**config.mk**
```make
export PLATFORM = sky130hd
export DESIGN_NAME = pc_gen
export DESIGN_NICKNAME = d
export VERILOG_FILES = /design/src/rtl/pc_gen.sv
export SDC_FILE = /design/constraint.sdc
export NUM_CORES = 1
export LEC_CHECK = 0
export ABC_AREA = 1
export CAP_MARGIN = 40
export CORE_MARGIN = 2
export CORE_UTILIZATION = 62
export CTS_BUF_LIST = sky130_fd_sc_hd__clkbuf_8
export DETAILED_ROUTE_END_ITERATION = 6
export GPL_TIMING_DRIVEN = 1
export PLACE_DENSITY = 0.88
export SLEW_MARGIN = 25
export SYNTH_ARGS = -nofsm -noshare
export SYNTH_HDL_FRONTEND = slang
export SYNTH_SLANG_ARGS = --single-unit
export TNS_END_PERCENT = 20
```
**constraint.sdc**
```tcl
create_clock -name clk_i -period 6.2 [get_ports clk_i]
set_input_delay 1.24 -clock clk_i [delete_from_list [all_inputs] [get_ports clk_i]]
set_output_delay 1.24 -clock clk_i [all_outputs]
set_load 0.005 [all_outputs]
```
**src/rtl/pc_gen.sv**
```systemverilog
`default_nettype none
// ============================================================================
//  Module      : pc_gen
//  Description : Fetch program-counter generator with stall, redirect and a
//                small circular return-address stack (RAS) for call/return
//                prediction. Drives the instruction-memory fetch address.
//                Optional alignment check on redirect/pop targets is enabled
//                by defining the macro PC_GEN_ALIGN_CHECK_EN.
//  Revision    : 1.0 - initial release
// ============================================================================
module pc_gen #(
    parameter int               WIDTH     = 32,
    parameter int               STEP      = 4,
    parameter logic [WIDTH-1:0] RESET_VEC = '0,
    parameter int               RAS_DEPTH = 4,
    parameter logic [WIDTH-1:0] TRAP_VEC  = 32'h0000_0100
) (
    input  logic             clk_i,
    input  logic             rst_i,
    input  logic             start_i,
    input  logic             stall_i,
    input  logic             redirect_i,
    input  logic [WIDTH-1:0] redirect_pc_i,
    input  logic             push_i,
    input  logic [WIDTH-1:0] push_pc_i,
    input  logic             pop_i,
    output logic [WIDTH-1:0] pc_o,
    output logic             valid_o,
    output logic             ras_empty_o,
    output logic             ras_underflow_o,
    output logic             misalign_o
);

    localparam int               PTR_W    = $clog2(RAS_DEPTH);
    localparam int               CNT_W    = PTR_W + 1;
    localparam logic [WIDTH-1:0] STEP_V   = WIDTH'(STEP);
    localparam logic [CNT_W-1:0] CNT_FULL = CNT_W'(RAS_DEPTH);
`ifdef PC_GEN_ALIGN_CHECK_EN
    localparam logic [WIDTH-1:0] ALIGN_MASK = WIDTH'(STEP - 1);
`endif

    typedef enum logic [0:0] {
        S_IDLE = 1'b0,
        S_RUN  = 1'b1
    } state_t;

    state_t           r_state;
    state_t           w_state_nxt;

    logic [WIDTH-1:0] r_pc;
    logic             r_valid;
    logic             r_underflow;
    logic             r_misalign;
    logic             r_ras_empty;
    logic [PTR_W-1:0] r_top;
    logic [CNT_W-1:0] r_cnt;
    logic [WIDTH-1:0] r_ras [RAS_DEPTH];

    logic [WIDTH-1:0] w_pc_nxt;
    logic             w_valid_nxt;
    logic             w_underflow_nxt;
    logic             w_misalign_nxt;
    logic [PTR_W-1:0] w_top_nxt;
    logic [CNT_W-1:0] w_cnt_nxt;
    logic             w_wr_en;
    logic [PTR_W-1:0] w_wr_idx;
    logic             w_nonempty;
    logic             w_take;
    logic [WIDTH-1:0] w_target;
    logic             w_misaligned;

    // Non-sequential target: a redirect wins over a RAS pop.
    always_comb begin
        w_nonempty = (r_cnt != '0);
        w_take     = redirect_i || (pop_i && w_nonempty);
        w_target   = redirect_i ? redirect_pc_i : r_ras[r_top];
`ifdef PC_GEN_ALIGN_CHECK_EN
        w_misaligned = w_take && ((w_target & ALIGN_MASK) != '0);
`else
        w_misaligned = 1'b0;
`endif
    end

    // Next-state, next-PC and RAS control.
    always_comb begin
        w_state_nxt     = r_state;
        w_pc_nxt        = r_pc;
        w_valid_nxt     = r_valid;
        w_underflow_nxt = 1'b0;
        w_misalign_nxt  = 1'b0;
        w_top_nxt       = r_top;
        w_cnt_nxt       = r_cnt;
        w_wr_en         = 1'b0;
        w_wr_idx        = r_top;
        case (r_state)
            S_IDLE: begin
                // First RUN cycle presents RESET_VEC without incrementing.
                w_pc_nxt    = RESET_VEC;
                w_valid_nxt = 1'b0;
                if (start_i) begin
                    w_state_nxt = S_RUN;
                    w_valid_nxt = 1'b1;
                end
            end
            S_RUN: begin
                if (!start_i) begin
                    w_state_nxt = S_IDLE;
                    w_pc_nxt    = RESET_VEC;
                    w_valid_nxt = 1'b0;
                    w_top_nxt   = '0;
                    w_cnt_nxt   = '0;
                end else begin
                    w_valid_nxt = 1'b1;
                    if (w_take) begin
                        w_pc_nxt       = w_misaligned ? TRAP_VEC : w_target;
                        w_misalign_nxt = w_misaligned;
                    end else if (!stall_i) begin
                        w_pc_nxt = r_pc + STEP_V;
                    end
                    // RAS bookkeeping is independent of redirect and stall.
                    if (push_i && pop_i && w_nonempty) begin
                        w_wr_en  = 1'b1;
                        w_wr_idx = r_top;
                    end else if (push_i) begin
                        w_wr_en   = 1'b1;
                        w_wr_idx  = r_top + PTR_W'(1);
                        w_top_nxt = r_top + PTR_W'(1);
                        w_cnt_nxt = (r_cnt == CNT_FULL) ? r_cnt : r_cnt + CNT_W'(1);
                    end else if (pop_i && w_nonempty) begin
                        w_top_nxt = r_top - PTR_W'(1);
                        w_cnt_nxt = r_cnt - CNT_W'(1);
                    end
                    w_underflow_nxt = pop_i && !w_nonempty;
                end
            end
            default: begin
                w_state_nxt = S_IDLE;
                w_pc_nxt    = RESET_VEC;
                w_valid_nxt = 1'b0;
                w_top_nxt   = '0;
                w_cnt_nxt   = '0;
            end
        endcase
    end

    // State, PC, flag and RAS pointer registers.
    always_ff @(posedge clk_i) begin
        if (rst_i) begin
            r_state     <= S_IDLE;
            r_pc        <= RESET_VEC;
            r_valid     <= 1'b0;
            r_underflow <= 1'b0;
            r_misalign  <= 1'b0;
            r_ras_empty <= 1'b1;
            r_top       <= '0;
            r_cnt       <= '0;
        end else begin
            r_state     <= w_state_nxt;
            r_pc        <= w_pc_nxt;
            r_valid     <= w_valid_nxt;
            r_underflow <= w_underflow_nxt;
            r_misalign  <= w_misalign_nxt;
            r_ras_empty <= (w_cnt_nxt == '0);
            r_top       <= w_top_nxt;
            r_cnt       <= w_cnt_nxt;
        end
    end

    // RAS storage; contents beyond the live count are don't-care.
    always_ff @(posedge clk_i) begin
        if (!rst_i && w_wr_en) begin
            r_ras[w_wr_idx] <= push_pc_i;
        end
    end

    assign pc_o            = r_pc;
    assign valid_o         = r_valid;
    assign ras_empty_o     = r_ras_empty;
    assign ras_underflow_o = r_underflow;
    assign misalign_o      = r_misalign;

endmodule
`default_nettype wire

```
==> key figures, run 1 <==
Finish
  • Layout cell share with drive strength beyond 1: 9.34%
  • Area delta synth->final: 18.5%
  • Antenna fix cells: 0
  • Post-route design area: 9600 um2
  • Nets: 1068
  • Fill cells: 879

Timing
  • Unrepaired setup endpoints after global routing: no
  • Fin Hold WS: 501 ps
  • Min Tclk post-route: 3730 ps
  • Setup TNS: 0 ps
  • Final period util: 60.2%
  • Max Fclk: 268 MHz
  • Max Clock Skew: 11.5 ps
  • Worst Max-Slew Pin Slew: 846 ps
  • Max-slew violations: 0
  • Fin. Hold Viols: 0
  • Endpoints failing setup: 0
  • Final WS setup: 2470 ps
  • Relative slew slack: 43.4%

Worst setup path
  • WP data required: 6520 ps
  • Critical path type: in2reg
  • Crit-path max FO: 40
  • Critical path data arrival time: 4050 ps
  • CP startpoint kind: primary input
  • R2R cell count: 11
  • Worst Setup End Kind: register

Die
  • Die area: 14000 um2
  • Initial Util: 63.9%
  • Core area: 12700 um2
  • Num ports: 107
  • Row cnt: 41
  • Die W: 118 um
  • Height of the die: 118 um

Placement
  • Port buffer count: 105
  • Placer Congestion: 0.929
  • Pre-CTS setup slack: 2040 ps
  • Dpl hpwl: 13.1 mm
  • Placed inst area: 9240 um2

Clock tree
  • Number of gates resized after cts: 0
  • Num CTS Buffers: 17
  • CTS max path bufs: 2
  • Clock latency on the worst-skew pair: 460 ps
  • Root buffer cell: clkbuf_8
  • CTS tree: built
  • CTS Sinks: 170
  • H-tree depth: 4
  • Post-CTS setup buffer count: 0
  • Hold_buf cts: 0
  • CTS clk-pin slew, worst paths: 90 ps

Yosys
  • Mapped Cells: 900
  • Sequential area share after synthesis: 57.8%
  • Netlist cell types: 40
  • Netlist area before placement: 8100 um2
  • Syn Nets: 975
  • Ys Warns: 0
  • Post-synthesis register bit count: 170
  • Async SR Flop Fraction: 0%
  • Number of flops mapped to enable cells by yosys: 128
  • Synth Flop Type: edfxtp_1
  • Syn avg cell area: 9.00 um2

Drt
  • Drt pass-1 iters: 5
  • DR vias/cell: 5.58
  • Final antenna-violating net count: 0
  • Vias: 6579
  • DRC errors left: 0
  • Initial DRC Count: 755
  • Post-Route WL: 19.2 mm
  • Routed wire per std cell: 16.3 um

Power
  • Peak VDD IR: 0.000223 V
  • Pwr/cell area: 221 nW/um2
  • Design Power: 2130 uW
  • LEAKAGE: 0.00360 uW

Worst hold path
  • Hold Path Depth: 2
  • Hold crit path type: reg2reg

Global route
  • Vias in the first global route: 5966
  • Initial antenna violation count: 0
  • GRT Residual Overflow: 0
  • GRT Util Overall: 28.1%
  • First-pass GRT wire length: 30.7 mm
  • Largest net degree at the start of global routing: 66

Run
  • Max Cap Viol: 0

Run status
  • Run status: finished, final reports clean
cell usage after synthesis, types with 4 or more instances:
cell      number  area (um2)
nand3_1      116         581
nor3_1        11        55.1
nor2_4         6        67.6
edfxtp_1     128        3840
o21ai_0       32         160
nor2_2         5        31.3
a21oi_1       28         140
or2_2          6        37.5
dfxtp_1       42         841
buf_6          4        45.0
o211ai_1       6        45.0
xnor2_1        5        43.8
clkbuf_1      10        37.5
nand3b_1       7        52.6
ha_1           4        50.1
buf_4          7        52.6
buf_2         19        95.1
nor2_1        70         263
nand2_1      293        1100
a21oi_2        5        43.8
inv_1         49         184
nand2_2        7        43.8
inv_2         16        60.1
layout make-up:
type	instances	area [um2]	share of cell area [%]
clock inverters	11	72.6	0.756
flip-flops and latches	170	4690	48.8
repair buffers	114	1140	11.9
clock buffers	21	289	3.01
well taps	172	215	2.24
inverters	65	244	2.54
multi-input cells	625	2950	30.8
stage by stage:
stage                     util (%)  std cells
after global routing          75.7       1178
final                         75.7       1178
after floorplan                  -        900
after detailed placement      72.9       1146
after CTS                     75.7       1178
after global placement        72.6       1144
worst max-delay path, stage by stage:
cell and delay (ps):
clkdlybuf4s50_1 390, buf_4 210, inv_2 570, nand2_4 320, nor3_4 730, nor2_4 230, nand2_1 150, inv_2 40
nand2_1 60, a21oi_1 60
power by group:
part	internal, uW	switching [uW]
Clock	318	386
Combinational	79.4	105
Sequential	1230	7.71
worst paths after layout:
path | from | end | slack, ps
min | pc_o[1]$_SDFFE_PP0P_ | pc_o[1]$_SDFFE_PP0P_ | 500
min reg2reg | pc_o[1]$_SDFFE_PP0P_ | pc_o[1]$_SDFFE_PP0P_ | 500
max reg2reg | r_cnt[0]$_SDFF_PP0_ | pc_o[16]$_SDFFE_PP0P_ | 3530
max | redirect_i | pc_o[16]$_SDFFE_PP0P_ | 2470
cell families after synthesis:
group / count (synthesis) / share of synthesized area [%]
buf+inv: 105 / 5.85
other cells: 1 / 0.0463
simple gates: 530 / 28.8
xor+xnor: 7 / 0.850
flops: 170 / 57.8
fa+ha+maj: 4 / 0.618
compound gates: 83 / 6.04
cells in the final DEF, fill, tap and decap left out, types with 9 or more instances in the layout:
| master | instances |
|---|---|
| nand2_1 | 293 |
| edfxtp_1 | 128 |
| nand3_1 | 116 |
| clkdlybuf4s50_1 | 105 |
| nor2_1 | 66 |
| inv_1 | 52 |
| dfxtp_1 | 41 |
| o21ai_0 | 32 |
| a21oi_1 | 28 |
| clkbuf_8 | 21 |
| inv_2 | 16 |
| nor3_1 | 11 |
| nor2_2 | 9 |
layer usage:
| layer | vias up | part of all wire, % | track usage (%) |
|---|---|---|---|
| met4 | 0 | 2.4 | 10.7 |
| li1 | 3193 | - | - |
| met1 | 3062 | 42 | 38.6 |
| met3 | 40 | 6.3 | 4.97 |
| met2 | 284 | 49 | 45.1 |
| met5 | - | 0 | 0 |
flip-flops by register name, indices dropped and copies added (netlist names), named ones only:
register / flops
r_cnt: 3
ras_underflow_o: 1
r_ras: 128
pc_o: 32
r_top: 2
valid_o: 1
ras_empty_o: 1
Note: power is estimated with default switching activity, not from simulation.
==> run 2: changes to the inputs <==
--- a/config.mk
+++ b/config.mk
@@ -8,11 +8,11 @@
 export ABC_AREA = 1
 export CAP_MARGIN = 40
 export CORE_MARGIN = 2
-export CORE_UTILIZATION = 62
+export CORE_UTILIZATION = 52
 export CTS_BUF_LIST = sky130_fd_sc_hd__clkbuf_8
 export DETAILED_ROUTE_END_ITERATION = 6
 export GPL_TIMING_DRIVEN = 1
-export PLACE_DENSITY = 0.88
+export PLACE_DENSITY = 0.79
 export SLEW_MARGIN = 25
 export SYNTH_ARGS = -nofsm -noshare
 export SYNTH_HDL_FRONTEND = slang
==> constraint.sdc (replaced) <==
create_clock -name clk_i -period 3.3 [get_ports clk_i]
set_input_delay 0.66 -clock clk_i [delete_from_list [all_inputs] [get_ports clk_i]]
set_output_delay 0.66 -clock clk_i [all_outputs]
set_load 0.005 [all_outputs]
==> run 2 against run 1 <==
Against the previous run: die area rose by 19%; sequential share of layout area down 0.69 points; combinational power is 89% higher; global-route usage decreased by 4.9 points; first-iteration DRC count fell by 19%; final cell count is 1.6% higher.
==> key figures, run 2 (synthesis gave the netlist of run 1 again) <==
Finish
  • Area delta synth->final: 20.2%
  • Register Area: 4690 um2 (unchanged)
  • Most frequent cells in the layout: nand2_1 (293), edfxtp_1 (128), nand3_1 (116)
  • Largest register FFs: 128 (unchanged)
  • Layout cell share with drive strength beyond 1: 9.91% (+0.57 points)
  • Fill cells: 1254 (+43%)
  • Non-Filler Instances: 1197 (+1.6%)
  • Largest register by flop count: r_ras
  • Layout Utilization: 64.0% (-12 points)
  • Most common cell after layout, fill and taps aside: nand2_1
  • Multi-input gate area: 2950 um2 (unchanged)
  • Antenna fix cells: 0 (unchanged)
  • Nets: 1072 (+0.37%)

Worst hold path
  • Hold crit path type: reg2reg
  • Hold Path Depth: 2 (unchanged)

Global route
  • GRT Util Overall: 23.3% (-4.9 points)
  • GRT Residual Overflow: 0 (unchanged)
  • Initial antenna violation count: 0 (unchanged)
  • Largest net degree at the start of global routing: 65 (-1.5%)
  • Vias in the first global route: 5925 (-0.69%)
  • First-pass GRT wire length: 29.4 mm (-4.1%)

Worst setup path
  • CP startpoint kind: register
  • Worst Setup End Kind: register
  • R2R cell count: 12 (+1)
  • WP data required: 3440 ps (-3080 ps)
  • Crit-path max FO: 32 (-20%)
  • Critical path data arrival time: 2500 ps (-1550 ps)
  • Critical path type: reg2reg

Timing
  • Relative slew slack: 56.3% (+13 points)
  • Fin Hold WS: 511 ps (+10.5 ps)
  • Final period util: 71.7%
  • Setup TNS: 0 ps (unchanged)
  • Unrepaired setup endpoints after global routing: no
  • Min Tclk post-route: 2360 ps
  • Max Clock Skew: 10.5 ps (-1.04 ps)
  • Max-slew violations: 0 (unchanged)
  • Max Fclk: 423 MHz
  • Final WS setup: 935 ps (-1530 ps)
  • Endpoints failing setup: 0 (unchanged)
  • Worst Max-Slew Pin Slew: 656 ps (-190 ps)
  • Fin. Hold Viols: 0 (unchanged)

Power
  • Sw Share: 23.1% (-0.39 points)
  • P_int: 3210 uW (+97%)
  • LEAKAGE: 0.00363 uW (+0.73%)
  • Logic pwr share: 8.3% (-0.4 points)
  • Peak VDD IR: 0.000297 V (+33%)
  • Pwr/cell area: 428 nW/um2 (+93%)
  • Clock power frac: 35.9% (+2.8 points)
  • Reg power frac: 55.7% (-2.5 points)
  • NetSw: 961 uW (+93%)

Clock tree
  • Root buffer cell: clkbuf_8
  • CTS Sinks: 170 (unchanged)
  • Number of gates resized after cts: 0 (unchanged)
  • Hold_buf cts: 0 (unchanged)
  • CTS tree: built
  • CTS clk-pin slew, worst paths: 90 ps (about the same)
  • CTS max path bufs: 2 (unchanged)
  • Post-CTS setup buffer count: 0 (unchanged)
  • Num CTS Buffers: 17 (unchanged)
  • Clock latency on the worst-skew pair: 450 ps (about the same)
  • H-tree depth: 4 (unchanged)

Drt
  • Wl on met1: 8.28 mm (+2.3%)
  • Final antenna-violating net count: 0 (unchanged)
  • Vias: 6493 (-1.3%)
  • DR vias/cell: 5.42 (-2.9%)
  • Met2 wire length: 9.20 mm (-2.3%)
  • Top Metal Used: met4
  • Initial DRC Count: 614 (-19%)
  • Routed wire per std cell: 16.1 um (-1.4%)
  • Met3 routed WL: 1.22 mm (+0.33%)
  • DRC errors left: 0 (unchanged)
  • Post-Route WL: 19.2 mm (+0.18%)
  • Drt pass-1 iters: 6 (+1)

Placement
  • Dpl hpwl: 12.8 mm (-2.2%)
  • Port buffer count: 105 (unchanged)
  • Placed Cells: 1165 (+1.7%)
  • Pre-CTS setup slack: 578 ps (-1460 ps)
  • Placer Congestion: 0.886 (-4.7%)

Die
  • Height of the die: 129 um (+8.9%)
  • Die W: 129 um (+8.9%)
  • Core area: 15200 um2 (+20%)
  • Initial Util: 53.3% (-11 points)
  • Die area: 16600 um2 (+19%)
  • Num ports: 107 (unchanged)
  • Row cnt: 45 (+9.8%)

Run
  • Max Cap Viol: 0 (unchanged)

Run status
  • Run status: finished, final reports clean
==> run 2: cell count changes in the layout (fill, tap and decap cells not counted), moves of 2 or more <==
| cell | delta |
|---|---|
| clkinvlp_4 | +4 |
| clkinv_4 | -2 |
| clkbuf_8 | -4 |
| inv_1 | -2 |
| bufinv_16 | +3 |
| buf_12 | +4 |
==> run 2: path summary, 6_finish.rpt <==
| kind | startpoint | endpoint | slack (ps) |
|---|---|---|---|
| max | r_cnt[0]$_SDFF_PP0_ | r_ras[1][14]$_DFFE_PP_ | 940 |
| min | pc_o[31]$_SDFFE_PP0P_ | pc_o[31]$_SDFFE_PP0P_ | 510 |
| max reg2reg | r_cnt[0]$_SDFF_PP0_ | r_ras[1][14]$_DFFE_PP_ | 940 |
| min reg2reg | pc_o[31]$_SDFFE_PP0P_ | pc_o[31]$_SDFFE_PP0P_ | 510 |
==> run 2: cell type report <==
type                            instances  area share, %
Clock inverter                         14           1.77
Timing Repair Buffer                  118           12.4
Tap cell                              188           2.42
Sequential cell                       170           48.1
Clock buffer                           17           2.40
Multi-Input combinational cell        625           30.3
Inverter                               65           2.51
==> run 2: stage by stage <==
stage	total power, uW	instance area, um2
after floorplan	2550	8100
after global placement	2710	9310
after detailed placement	2720	9310
after CTS	4180	9710
after global routing	4310	9730
final	4170	9730
==> run 2: critical path, stage by stage, from the launching register on <==
cell	delay, ps
dfxtp_1	380
inv_1	100
ha_1	230
nand2_2	90
nand2_2	190
nand2_2	160
inv_2	50
nand2_2	110
nand2_1	100
o21ai_0	100
nand2_1	120
nor2_2	170
buf_12	220
==> run 2: per-layer routing <==
layer | vias to the layer above | track usage, %
met5 | - | 0
met4 | 0 | 10.2
met3 | 42 | 4.20
met2 | 257 | 37.3
met1 | 2998 | 31.2
li1 | 3196 | -
==> run 2: power by group through the flow <==
stage / clock (uW) / combinational [uW] / sequential [uW]
after floorplan: 0 / 174 / 2370
after global placement: 0 / 339 / 2370
after detailed placement: 0 / 342 / 2370
after CTS: 1510 / 343 / 2320
after global routing: 1600 / 381 / 2330
final: 1500 / 348 / 2320
